===== src/rtl/alu_seq_pkg.sv =====
// Shared definitions for the sequential ALU: op encoding, FSM states and
// small op-class decode helpers used by the top and the iterative unit.
package alu_seq_pkg;

    // Op codes 0-7 keep the values of the original 3-bit combinational ALU.
    typedef enum logic [3:0] {
        Add  = 4'd0,
        Sub  = 4'd1,
        Sfl  = 4'd2,
        Sfr  = 4'd3,
        Equ  = 4'd4,
        Gtr  = 4'd5,
        And  = 4'd6,
        Xor  = 4'd7,
        Mul  = 4'd8,
        Mulh = 4'd9,
        Div  = 4'd10,
        Rem  = 4'd11
    } ALU_Ops_x;

    typedef enum logic [1:0] {
        IDLE,
        BUSY,
        DONE
    } AluSeq_State;

    // True for the four ops served by the iterative multiply/divide unit.
    function automatic logic is_muldiv_op(input logic [3:0] op);
        return (op >= 4'(Mul)) && (op <= 4'(Rem));
    endfunction

    // True for the two ops that run the restoring divider.
    function automatic logic is_div_op(input logic [3:0] op);
        return (op == 4'(Div)) || (op == 4'(Rem));
    endfunction

endpackage


===== src/rtl/alu_seq_muldiv.sv =====
// Iterative unsigned multiply (shift-add) and divide (restoring), one bit
// per clock. A single 2*WIDTH work register holds {hi, lo}: for multiply
// that is the growing product, for divide it is {remainder, quotient}.
// The first step is taken on the start edge straight from the operands, so
// done rises WIDTH-1 cycles later and drops on its own one cycle after.
module alu_muldiv_iter #(
    parameter int WIDTH = 8
) (
    input  logic             clk,
    input  logic             rst_n,
    input  logic             start,
    input  logic             is_div,
    input  logic [WIDTH-1:0] op_a,   // multiplier / dividend
    input  logic [WIDTH-1:0] op_b,   // multiplicand / divisor
    output logic             done,
    output logic [WIDTH-1:0] hi,
    output logic [WIDTH-1:0] lo
);

    localparam int              CNT_W = (WIDTH > 2) ? $clog2(WIDTH) : 1;
    localparam logic [CNT_W-1:0] LAST = CNT_W'(WIDTH - 1);

    logic [2*WIDTH-1:0] work_q, work_d, src_work, step_work;
    logic [WIDTH-1:0]   b_q, b_d, src_b;
    logic               is_div_q, is_div_d, src_div;
    logic [CNT_W-1:0]   cnt_q, cnt_d;
    logic               running_q, running_d;
    logic [WIDTH:0]     mul_sum, div_trial;
    logic               div_bit;
    logic [WIDTH-1:0]   div_rem;

    // One multiply or divide step on either the fresh operands or the work register.
    always_comb begin
        src_work  = start ? {{WIDTH{1'b0}}, op_a} : work_q;
        src_b     = start ? op_b : b_q;
        src_div   = start ? is_div : is_div_q;
        // Shift-add: add the multiplicand into the top half when the LSB is set.
        mul_sum   = {1'b0, src_work[2*WIDTH-1:WIDTH]} + (src_work[0] ? {1'b0, src_b} : '0);
        // Restoring divide: trial-subtract the divisor from {rem, next dividend bit}.
        div_trial = src_work[2*WIDTH-1:WIDTH-1];
        div_bit   = (div_trial >= {1'b0, src_b});
        div_rem   = div_bit ? WIDTH'(div_trial - {1'b0, src_b}) : div_trial[WIDTH-1:0];
        if (src_div) begin
            step_work = {div_rem, src_work[WIDTH-2:0], div_bit};
        end else begin
            step_work = {mul_sum, src_work[WIDTH-1:1]};
        end
    end

    // Sequencing: load on start, iterate until the counter reaches WIDTH-1, then stop.
    always_comb begin
        // NOTE: every signal gets its hold value first so no path through the if/else can infer a latch.
        work_d    = work_q;
        b_d       = b_q;
        is_div_d  = is_div_q;
        cnt_d     = cnt_q;
        running_d = running_q;
        if (start) begin
            work_d    = step_work;
            b_d       = op_b;
            is_div_d  = is_div;
            cnt_d     = '0;
            running_d = 1'b1;
        end else if (running_q) begin
            if (cnt_q == LAST) begin
                running_d = 1'b0;
            end else begin
                work_d = step_work;
                cnt_d  = cnt_q + 1'b1;
            end
        end
    end

    // State registers; reset discards any partial product or remainder.
    always_ff @(posedge clk or negedge rst_n) begin
        if (!rst_n) begin
            work_q    <= '0;
            b_q       <= '0;
            is_div_q  <= 1'b0;
            cnt_q     <= '0;
            running_q <= 1'b0;
        end else begin
            // NOTE: non-blocking assignments so every flop samples the pre-edge values.
            work_q    <= work_d;
            b_q       <= b_d;
            is_div_q  <= is_div_d;
            cnt_q     <= cnt_d;
            running_q <= running_d;
        end
    end

    assign done = running_q && (cnt_q == LAST);
    assign hi   = work_q[2*WIDTH-1:WIDTH];
    assign lo   = work_q[WIDTH-1:0];

endmodule


===== src/rtl/alu_seq.sv =====
// Handshaked, parametrised ALU. Single-cycle ops resolve on the accept edge;
// multiply/divide run in the iterative unit. One op in flight; the result
// and flags are registered and held until the consumer takes them.
module alu_seq
    import alu_seq_pkg::*;
#(
    parameter int WIDTH     = 8,
    parameter bit MULDIV_EN = 1'b1
) (
    input  logic             clk,
    input  logic             rst_n,
    input  logic             in_valid,
    output logic             in_ready,
    input  logic [3:0]       op_ctrl,
    input  logic [WIDTH-1:0] reg_in,
    input  logic [WIDTH-1:0] acc_in,
    output logic             out_valid,
    input  logic             out_ready,
    output logic [WIDTH-1:0] rslt_out,
    output logic             flag_zero,
    output logic             flag_carry,
    output logic             flag_err
);

    localparam logic [WIDTH:0] SHIFT_LIMIT = (WIDTH + 1)'(WIDTH);

    AluSeq_State      state_q, state_d;
    ALU_Ops_x         op_q, op_d;
    logic [WIDTH-1:0] rslt_q, rslt_d;
    logic             zero_q, zero_d, carry_q, carry_d, err_q, err_d;

    logic             accept;
    logic             md_start, md_is_div, md_done;
    logic [WIDTH-1:0] md_hi, md_lo;

    logic [WIDTH:0]   add_sum;
    logic             shift_oor;
    logic [WIDTH-1:0] fast_rslt;
    logic             fast_carry, fast_err;

    logic             load;
    logic [WIDTH-1:0] load_rslt;
    logic             load_carry, load_err;

    assign in_ready  = (state_q == IDLE);
    assign out_valid = (state_q == DONE);
    assign accept    = in_valid && in_ready;
    assign md_is_div = is_div_op(op_ctrl);

    // Single-cycle op results straight from the request inputs.
    always_comb begin
        add_sum    = {1'b0, reg_in} + {1'b0, acc_in};
        shift_oor  = ({1'b0, reg_in} >= SHIFT_LIMIT);
        fast_rslt  = '0;
        fast_carry = 1'b0;
        fast_err   = 1'b0;
        case (ALU_Ops_x'(op_ctrl))
            Add: begin
                fast_rslt  = add_sum[WIDTH-1:0];
                fast_carry = add_sum[WIDTH];
            end
            Sub: begin
                fast_rslt  = reg_in - acc_in;
                fast_carry = (reg_in < acc_in);
            end
            Sfl:     fast_rslt = shift_oor ? '0 : (acc_in << reg_in);
            Sfr:     fast_rslt = shift_oor ? '0 : (acc_in >> reg_in);
            Equ:     fast_rslt = {{(WIDTH-1){1'b0}}, (acc_in == reg_in)};
            Gtr:     fast_rslt = {{(WIDTH-1){1'b0}}, (reg_in > acc_in)};
            And:     fast_rslt = acc_in & reg_in;
            Xor:     fast_rslt = acc_in ^ reg_in;
            // Reserved codes, and Mul..Rem when the iterative unit is absent.
            default: fast_err  = 1'b1;
        endcase
    end

    // FSM next state and result/flag load selection.
    always_comb begin
        state_d    = state_q;
        op_d       = op_q;
        md_start   = 1'b0;
        load       = 1'b0;
        load_rslt  = '0;
        load_carry = 1'b0;
        load_err   = 1'b0;
        case (state_q)
            IDLE: begin
                if (accept) begin
                    op_d = ALU_Ops_x'(op_ctrl);
                    if (MULDIV_EN && is_muldiv_op(op_ctrl)) begin
                        if (md_is_div && (acc_in == '0)) begin
                            // Divide by zero resolves immediately without iterating.
                            load      = 1'b1;
                            load_err  = 1'b1;
                            load_rslt = (op_ctrl == 4'(Div)) ? '1 : reg_in;
                            state_d   = DONE;
                        end else begin
                            md_start = 1'b1;
                            state_d  = BUSY;
                        end
                    end else begin
                        load       = 1'b1;
                        load_rslt  = fast_rslt;
                        load_carry = fast_carry;
                        load_err   = fast_err;
                        state_d    = DONE;
                    end
                end
            end
            BUSY: begin
                if (md_done) begin
                    load      = 1'b1;
                    load_rslt = ((op_q == Mul) || (op_q == Div)) ? md_lo : md_hi;
                    state_d   = DONE;
                end
            end
            DONE: begin
                if (out_ready) begin
                    state_d = IDLE;
                end
            end
            default: state_d = IDLE;
        endcase
        rslt_d  = load ? load_rslt : rslt_q;
        carry_d = load ? load_carry : carry_q;
        err_d   = load ? load_err : err_q;
        zero_d  = load ? (load_rslt == '0) : zero_q;
    end

    // FSM and registered outputs; reset abandons any op in flight.
    always_ff @(posedge clk or negedge rst_n) begin
        if (!rst_n) begin
            state_q <= IDLE;
            op_q    <= Add;
            rslt_q  <= '0;
            zero_q  <= 1'b0;
            carry_q <= 1'b0;
            err_q   <= 1'b0;
        end else begin
            state_q <= state_d;
            op_q    <= op_d;
            rslt_q  <= rslt_d;
            zero_q  <= zero_d;
            carry_q <= carry_d;
            err_q   <= err_d;
        end
    end

    assign rslt_out   = rslt_q;
    assign flag_zero  = zero_q;
    assign flag_carry = carry_q;
    assign flag_err   = err_q;

    if (MULDIV_EN) begin : g_muldiv
        alu_muldiv_iter #(
            .WIDTH (WIDTH)
        ) u_muldiv (
            .clk    (clk),
            .rst_n  (rst_n),
            .start  (md_start),
            .is_div (md_is_div),
            .op_a   (reg_in),
            .op_b   (acc_in),
            .done   (md_done),
            .hi     (md_hi),
            .lo     (md_lo)
        );
    end else begin : g_no_muldiv
        assign md_done = 1'b0;
        assign md_hi   = '0;
        assign md_lo   = '0;
    end

endmodule

===== config.mk =====
export PLATFORM = sky130hd
export DESIGN_NAME = alu_seq
export DESIGN_NICKNAME = d
export VERILOG_FILES = /design/src/rtl/alu_seq_pkg.sv /design/src/rtl/alu_seq_muldiv.sv /design/src/rtl/alu_seq.sv
export SDC_FILE = /design/constraint.sdc
export NUM_CORES = 1
export LEC_CHECK = 0
export CAP_MARGIN = 10
export CORE_ASPECT_RATIO = 1.1
export CORE_MARGIN = 1.5
export CORE_UTILIZATION = 65
export CTS_CLUSTER_SIZE = 12
export DETAILED_ROUTE_END_ITERATION = 8
export DONT_BUFFER_PORTS = 1
export GPL_ROUTABILITY_DRIVEN = 0
export PLACE_DENSITY = 0.81
export REMOVE_ABC_BUFFERS = 1
export SETUP_SLACK_MARGIN = 0.5
export SLEW_MARGIN = 30
export SYNTH_ARGS = -nofsm -noshare
export SYNTH_HDL_FRONTEND = slang
export SYNTH_SLANG_ARGS = --single-unit

===== constraint.sdc =====
create_clock -name clk -period 4.65 [get_ports clk]
set_input_delay 0.2325 -clock clk [delete_from_list [all_inputs] [get_ports clk]]
set_output_delay 0.2325 -clock clk [all_outputs]
set_load 0.05 [all_outputs]

# ---- After elaboration in Yosys (flattened, before gate mapping)
# Cells that the tools add are included.
dict set report op_classes {
  addsub 5
  magnitude_cmp 6
  n_eq_ne 19
  shift 2
  mux 48
  n_bitwise 2
  reduce_logical 15
}
# cell n
set ops {}
lappend ops {{8-bit 2-to-1 mux} 11}
lappend ops {{16-bit 2-to-1 mux} 5}
lappend ops {{8-bit one-hot mux with 8 select lines} 1}
lappend ops {{1-bit 2-to-1 mux} 19}
lappend ops {{8-bit by 8-bit adder with 9-bit output} 2}
lappend ops {{4-bit by 3-bit == test with 1-bit output (second input constant)} 4}
lappend ops {{4-bit == test (second input constant)} 4}
lappend ops {{8-bit logical NOT} 2}
lappend ops {{8-bit one-hot mux with 2 select lines} 1}
lappend ops {{8-bit subtractor} 2}
lappend ops {{2-bit 2-to-1 mux} 5}
lappend ops {{9-bit by 8-bit >= comparator with 1-bit output} 1}
lappend ops {{3-bit 2-to-1 mux} 3}
lappend ops {{8-bit AND} 1}
lappend ops {{4-bit by 2-bit == test with 1-bit output (second input constant)} 2}
lappend ops {{8-bit == test} 1}
lappend ops {{8-bit by 4-bit >= comparator with 1-bit output (second input constant)} 1}
lappend ops {{8-bit greater-than comparator} 1}
lappend ops {{8-bit < comparator} 1}
lappend ops {{2-bit by 1-bit != test with 1-bit output (second input constant)} 4}
lappend ops {{8-bit OR reduction} 1}
lappend ops {{8-bit by 8-bit left shift with 8-bit output} 1}
lappend ops {{8-bit by 8-bit right shift with 8-bit output} 1}
lappend ops {{8-bit bitwise XOR} 1}
lappend ops {{other kinds (16)} 22}
dict set report word_totals {
  register_bits 46
  input_bits 24
  out_inout_bits 13
}

# ---- Longest topological paths before layout
dict set report logic_depth {
  word_depth 14
  mapped_depth 18
  mapped_depth_nobuf 17
}

# ---- Cells and area by module
# Synthesis repeated with hierarchy kept, for this count alone.
dict set report unflattened {
  hier_cells 582
  area_unflattened_um2 4937.2
}
# mod instances cells_each area_each_um2 seq_area_each_um2
set modules_own_cells {}
lappend modules_own_cells {alu_seq 1 347 2775.2 400.4}
lappend modules_own_cells {alu_muldiv_iter 1 235 2162.1 725.7}

# ---- Least setup slack after synthesis
# Ideal clock, no wire load.
dict set report synth_path {
  path_kind {reg2reg}
  from {register state_q[0]}
  to {register g_muldiv.u_muldiv.work_q[15]}
  arrival_time_ns 3.853
  required_ns 4.515
  slack_ns 0.662
  path_stages_with_launch 15
  n_path_buf 2
  period_less_slack_ns 3.988
  cell_sequence {dfrtp_1 > or3b_4 > a311oi_4 > buf_2 > buf_2 > mux2i_1 > nor2_1 > ha_1 > nor2b_1 > o21ai_0 > a21boi_0 > o21ai_0 > nand2b_1 > a2111oi_0 > o41ai_2}
}
dict set report synth_via {
  elab_chain_cells 11
  word_cells_on_any_way 19
  classes_between {add/sub (2); order compare (1); eq/ne (1); mux (11); reduce/logical (4)}
}
# element line
set synth_rtl {}
lappend synth_rtl {{start: declaration} alu_seq.sv:27} ;# AluSeq_State state_q, state_d;
lappend synth_rtl {{start signal: assignment} alu_seq.sv:140} ;# state_q <= state_d;
lappend synth_rtl {{2-bit logical NOT (*)} {alu_seq.sv:45, alu_seq.sv:86}}
lappend synth_rtl {{1-bit logical AND} alu_seq.sv:47} ;# assign accept = in_valid && in_ready;
lappend synth_rtl {{1-bit 2-to-1 mux} alu_seq.sv:88} ;# if (accept) begin
lappend synth_rtl {{1-bit 2-to-1 mux (*)} alu_seq.sv:86} ;# case (state_q)
lappend synth_rtl {{8-bit 2-to-1 mux / 16-bit 2-to-1 mux (equally long branches)} --}
lappend synth_rtl {{8-bit 2-to-1 mux, or another cell as far along} alu_seq_muldiv.sv:38} ;# mul_sum = {1'b0, src_work[2*WIDTH-1:WIDTH]} + (src_work[0] ? {1'b0, src_b} : '0);
lappend synth_rtl {{8-bit by 8-bit adder with 9-bit output / 8-bit 2-to-1 mux (equally long branches)} {alu_seq_muldiv.sv:38, alu_seq_muldiv.sv:42}}
lappend synth_rtl {{16-bit 2-to-1 mux} alu_seq_muldiv.sv:43} ;# if (src_div) begin
lappend synth_rtl {{16-bit 2-to-1 mux} alu_seq_muldiv.sv:65} ;# if (cnt_q == LAST) begin
lappend synth_rtl {{16-bit 2-to-1 mux} alu_seq_muldiv.sv:64} ;# end else if (running_q) begin
lappend synth_rtl {{16-bit 2-to-1 mux} alu_seq_muldiv.sv:58} ;# if (start) begin
lappend synth_rtl {{end signal: assignment} alu_seq_muldiv.sv:84} ;# work_q <= work_d;
lappend synth_rtl {{end: declaration} alu_seq_muldiv.sv:23} ;# logic [2*WIDTH-1:0] work_q, work_d, src_work, step_work;
# Every way passes the cells marked *; elsewhere a longest branch is shown, timed or not. The select of a mux whose other input is x is not followed.
# A chain may end at the register's enable or synchronous reset.

# ---- Worst setup path after layout
# Ends and elaborated chain as after synthesis.

==> qor.yml <==
outcome:
  status: "completed"
clock_network:
  cts_buffers: 5
  post_cts_buffers: 0
  clockBufferDepth: 2
  cts_sinks: 45
  cts_root_buffer: "clkbuf_8"
  cts_tree: "yes"
  worstSkewPairLatency_ps: 310
  clkTransAtPathRegs_ps: 90
  cts_htree_levels: 2
flow_run:
  drv_cap: 0
setup_path:
  critical_path_class: "reg2reg"
  cp-end-kind: "register"
  crit_fanout: 16
  startpoint_type: "register"
  required_ps: 4800
  ff2ff_path_depth: 13
  worstPathArrival_ps: 3970
placed_design:
  dp.cells: 653
  post-place-ws_ps: 762
  placed_cell_area_um2: 4680
  place_hpwl_um: 9560
  port_buffers: 0
timing:
  max_slew_margin_pct: 36.9
  rsz0062_at_grt: "true"
  final_max_slew_viol_count: 0
  hold_viol_final: 0
  finalCritPeriodShare_pct: 82.1
  finClkSkew_ps: 8.49
  timing.final.ws_setup_ps: 830
  tns_ps: 0
  timing.hold.ws_ps: 34.9
  fmax_ghz: 0.262
  layout_min_cycle_time_ps: 3820
  finalSetupViolCount: 0
  tightestPinTransition_ps: 943
pwr:
  swShare_pct: 50.6
  p_int_uw: 1450
  combPwrFrac_pct: 63.8
  leakage_uw: 0.00208
  p_sw_uw: 1480
  seqPwrFrac_pct: 27.5
  vdd_ir_drop_max_v: 0.000560
  powerDensity_nw_per_um2: 608
  clock_power_share_pct: 8.7
final_layout:
  diodes: 0
  final_cells: 663
  layout.cells.most_common: "nor2_1"
  most-common-layout-cells: "77 x nor2_1, 68 x nand2_1, 46 x a21oi_1"
  multiInputGateArea_um2: 3250
  regArea_um2: 1130
  final_cell_area_um2: 4820
  drive_gt1_share_pct: 7.44
  fillCellCount: 596
  area_growth_pct: 3.49
  nets: 639
yosys:
  synth_top_area_cell: "dfrtp_1"
  ys_seq_area_share_pct: 24.2
  syn_area_um2: 4660
  syn_inst: 594
  ys_seq_elements: 45
  synth_ff_type: "dfrtp_1"
  synth_top_area_share_pct: 24.2
  async_reset_ff_share_pct: 100
  synth_area_per_cell_um2: 7.84
  ys_warn_count: 0
  synthTopCellsByArea: "dfrtp_1 24%, ha_1 9.1%, mux2i_1 6.2%"
  synth.distinct_cells: 68
  synth_edf_count: 0
global_routing:
  grt_pass1_vias: 4423
  antenna_found_initial: 0
  grt_pass1_wl_um: 21500
  track_usage_pct: 34.6
  grt_max_degree: 46
  grt-ovfl-total: 0
floorplanning:
  die-area_um2: 7680
  die_w_um: 83.7
  core-area_um2: 6970
  die_y_um: 91.8
  initial_core_util_pct: 66.8
  rows: 32
  io_pins: 37
route:
  postRouteAntennaNets: 0
  drt_pass1_iterations: 6
  post_drt_wl_per_cell_um: 19.2
  route.detailed.drc: 0
  drtIter0Drc: 423
  avgViaCountPerCell: 6.69
  wl_um: 12700
  vias: 4438
min_path:
  holdPathStages: 2
  worst_hold_path_type: "in2reg"
==> path summary, 6_finish.rpt <==
kind / from / end / slack, ps
worst min register to register: op_q[3] / op_q[3] / 490
worst min-delay path: op_ctrl[2] / op_q[2] / 30
min in group asynchronous: rst_n / flag_carry / 400
worst max-delay path: state_q[0] / g_muldiv.u_muldiv.work_q[15] / 830
worst max register to register: state_q[0] / g_muldiv.u_muldiv.work_q[15] / 830
max in group asynchronous: rst_n / g_muldiv.u_muldiv.b_q[2] / 4030
==> sequential cells by signal, indices dropped and copies added (netlist names) <==
signal	cells
op_q	3
rslt_out	8
g_muldiv.u_muldiv.cnt_q	3
flag_err	1
flag_zero	1
g_muldiv.u_muldiv.work_q	16
g_muldiv.u_muldiv.b_q	8
g_muldiv.u_muldiv.running_q	1
g_muldiv.u_muldiv.is_div_q	1
state_q	2
flag_carry	1
==> metrics by stage <==
step / utilization (%) / power, uW
floorplan: - / 2220
global placement: 67.2 / 2560
detailed placement: 67.2 / 2630
CTS: 69.1 / 2900
global route: 69.2 / 3200
finish: 69.2 / 2930
==> cells by family (layout without fill, tap and decap cells) <==
| logic type | Yosys count | after routing | synth area share [%] |
|---|---|---|---|
| and+or+nand+nor | 231 | 231 | 23.4 |
| AOI/OAI and AO/OA | 156 | 156 | 22.7 |
| buffers and inverters | 71 | 55 | 6.13 |
| DFF | 45 | 45 | 24.2 |
| muxes | 39 | 39 | 10.1 |
| adders and majority gates | 38 | 38 | 10.9 |
| xor gates and xnor gates | 14 | 14 | 2.63 |
==> routing by layer <==
layer  GRT usage [%]  vias to the layer above  wire, um
met4            20.1                        0       608
met1            41.9                     2074      5020
met5               0                        -         0
met3            4.95                       53       845
li1                -                     2085         -
met2            58.7                      226      6260
==> worst max-delay path, cell delays in order (launching register included) <==
cell and delay, ps:
dfrtp_1 430, or3b_4 500, a311oi_4 340, buf_4 310, mux2i_1 350, ha_1 260
nor2b_1 50, o21ai_0 160, nand2b_1 120, a31oi_2 330, o21ai_0 170, or3_1 320
a31oi_1 210, o41ai_2 110
==> final cells by class <==
type	instances	area share, %
clock inverter	3	0.441
sequential	45	23.4
inverter	35	2.73
timing repair buffer	12	2.34
multi-input combinational	478	67.5
clock buffer	5	1.43
tap	85	2.21
==> timing repair <==
item                       4_1_cts  5_1_grt
setup endpoints to repair        0        2
hold endpoints to repair        45        0
gates resized for setup          0        3
hold buffers                     2        0
==> synthesized netlist by cell type, types with 12 or more instances <==
cell,number
nand2_1,68
nor2_1,77
inv_1,34
nand2b_1,13
ha_1,34
o21ai_0,35
nor2b_1,15
nor3_1,12
a21oi_1,46
nand3_1,13
mux2i_1,29
clkbuf_1,25
dfrtp_1,45
==> power by group through the flow <==
stage	registers [uW]	clock network, uW	logic, uW
after global placement	804	0	1760
after global routing	825	274	2100
final	805	256	1870
after detailed placement	813	0	1810
after CTS	804	260	1840
after floorplan	777	0	1450
Power figures use the tool's default switching activity.
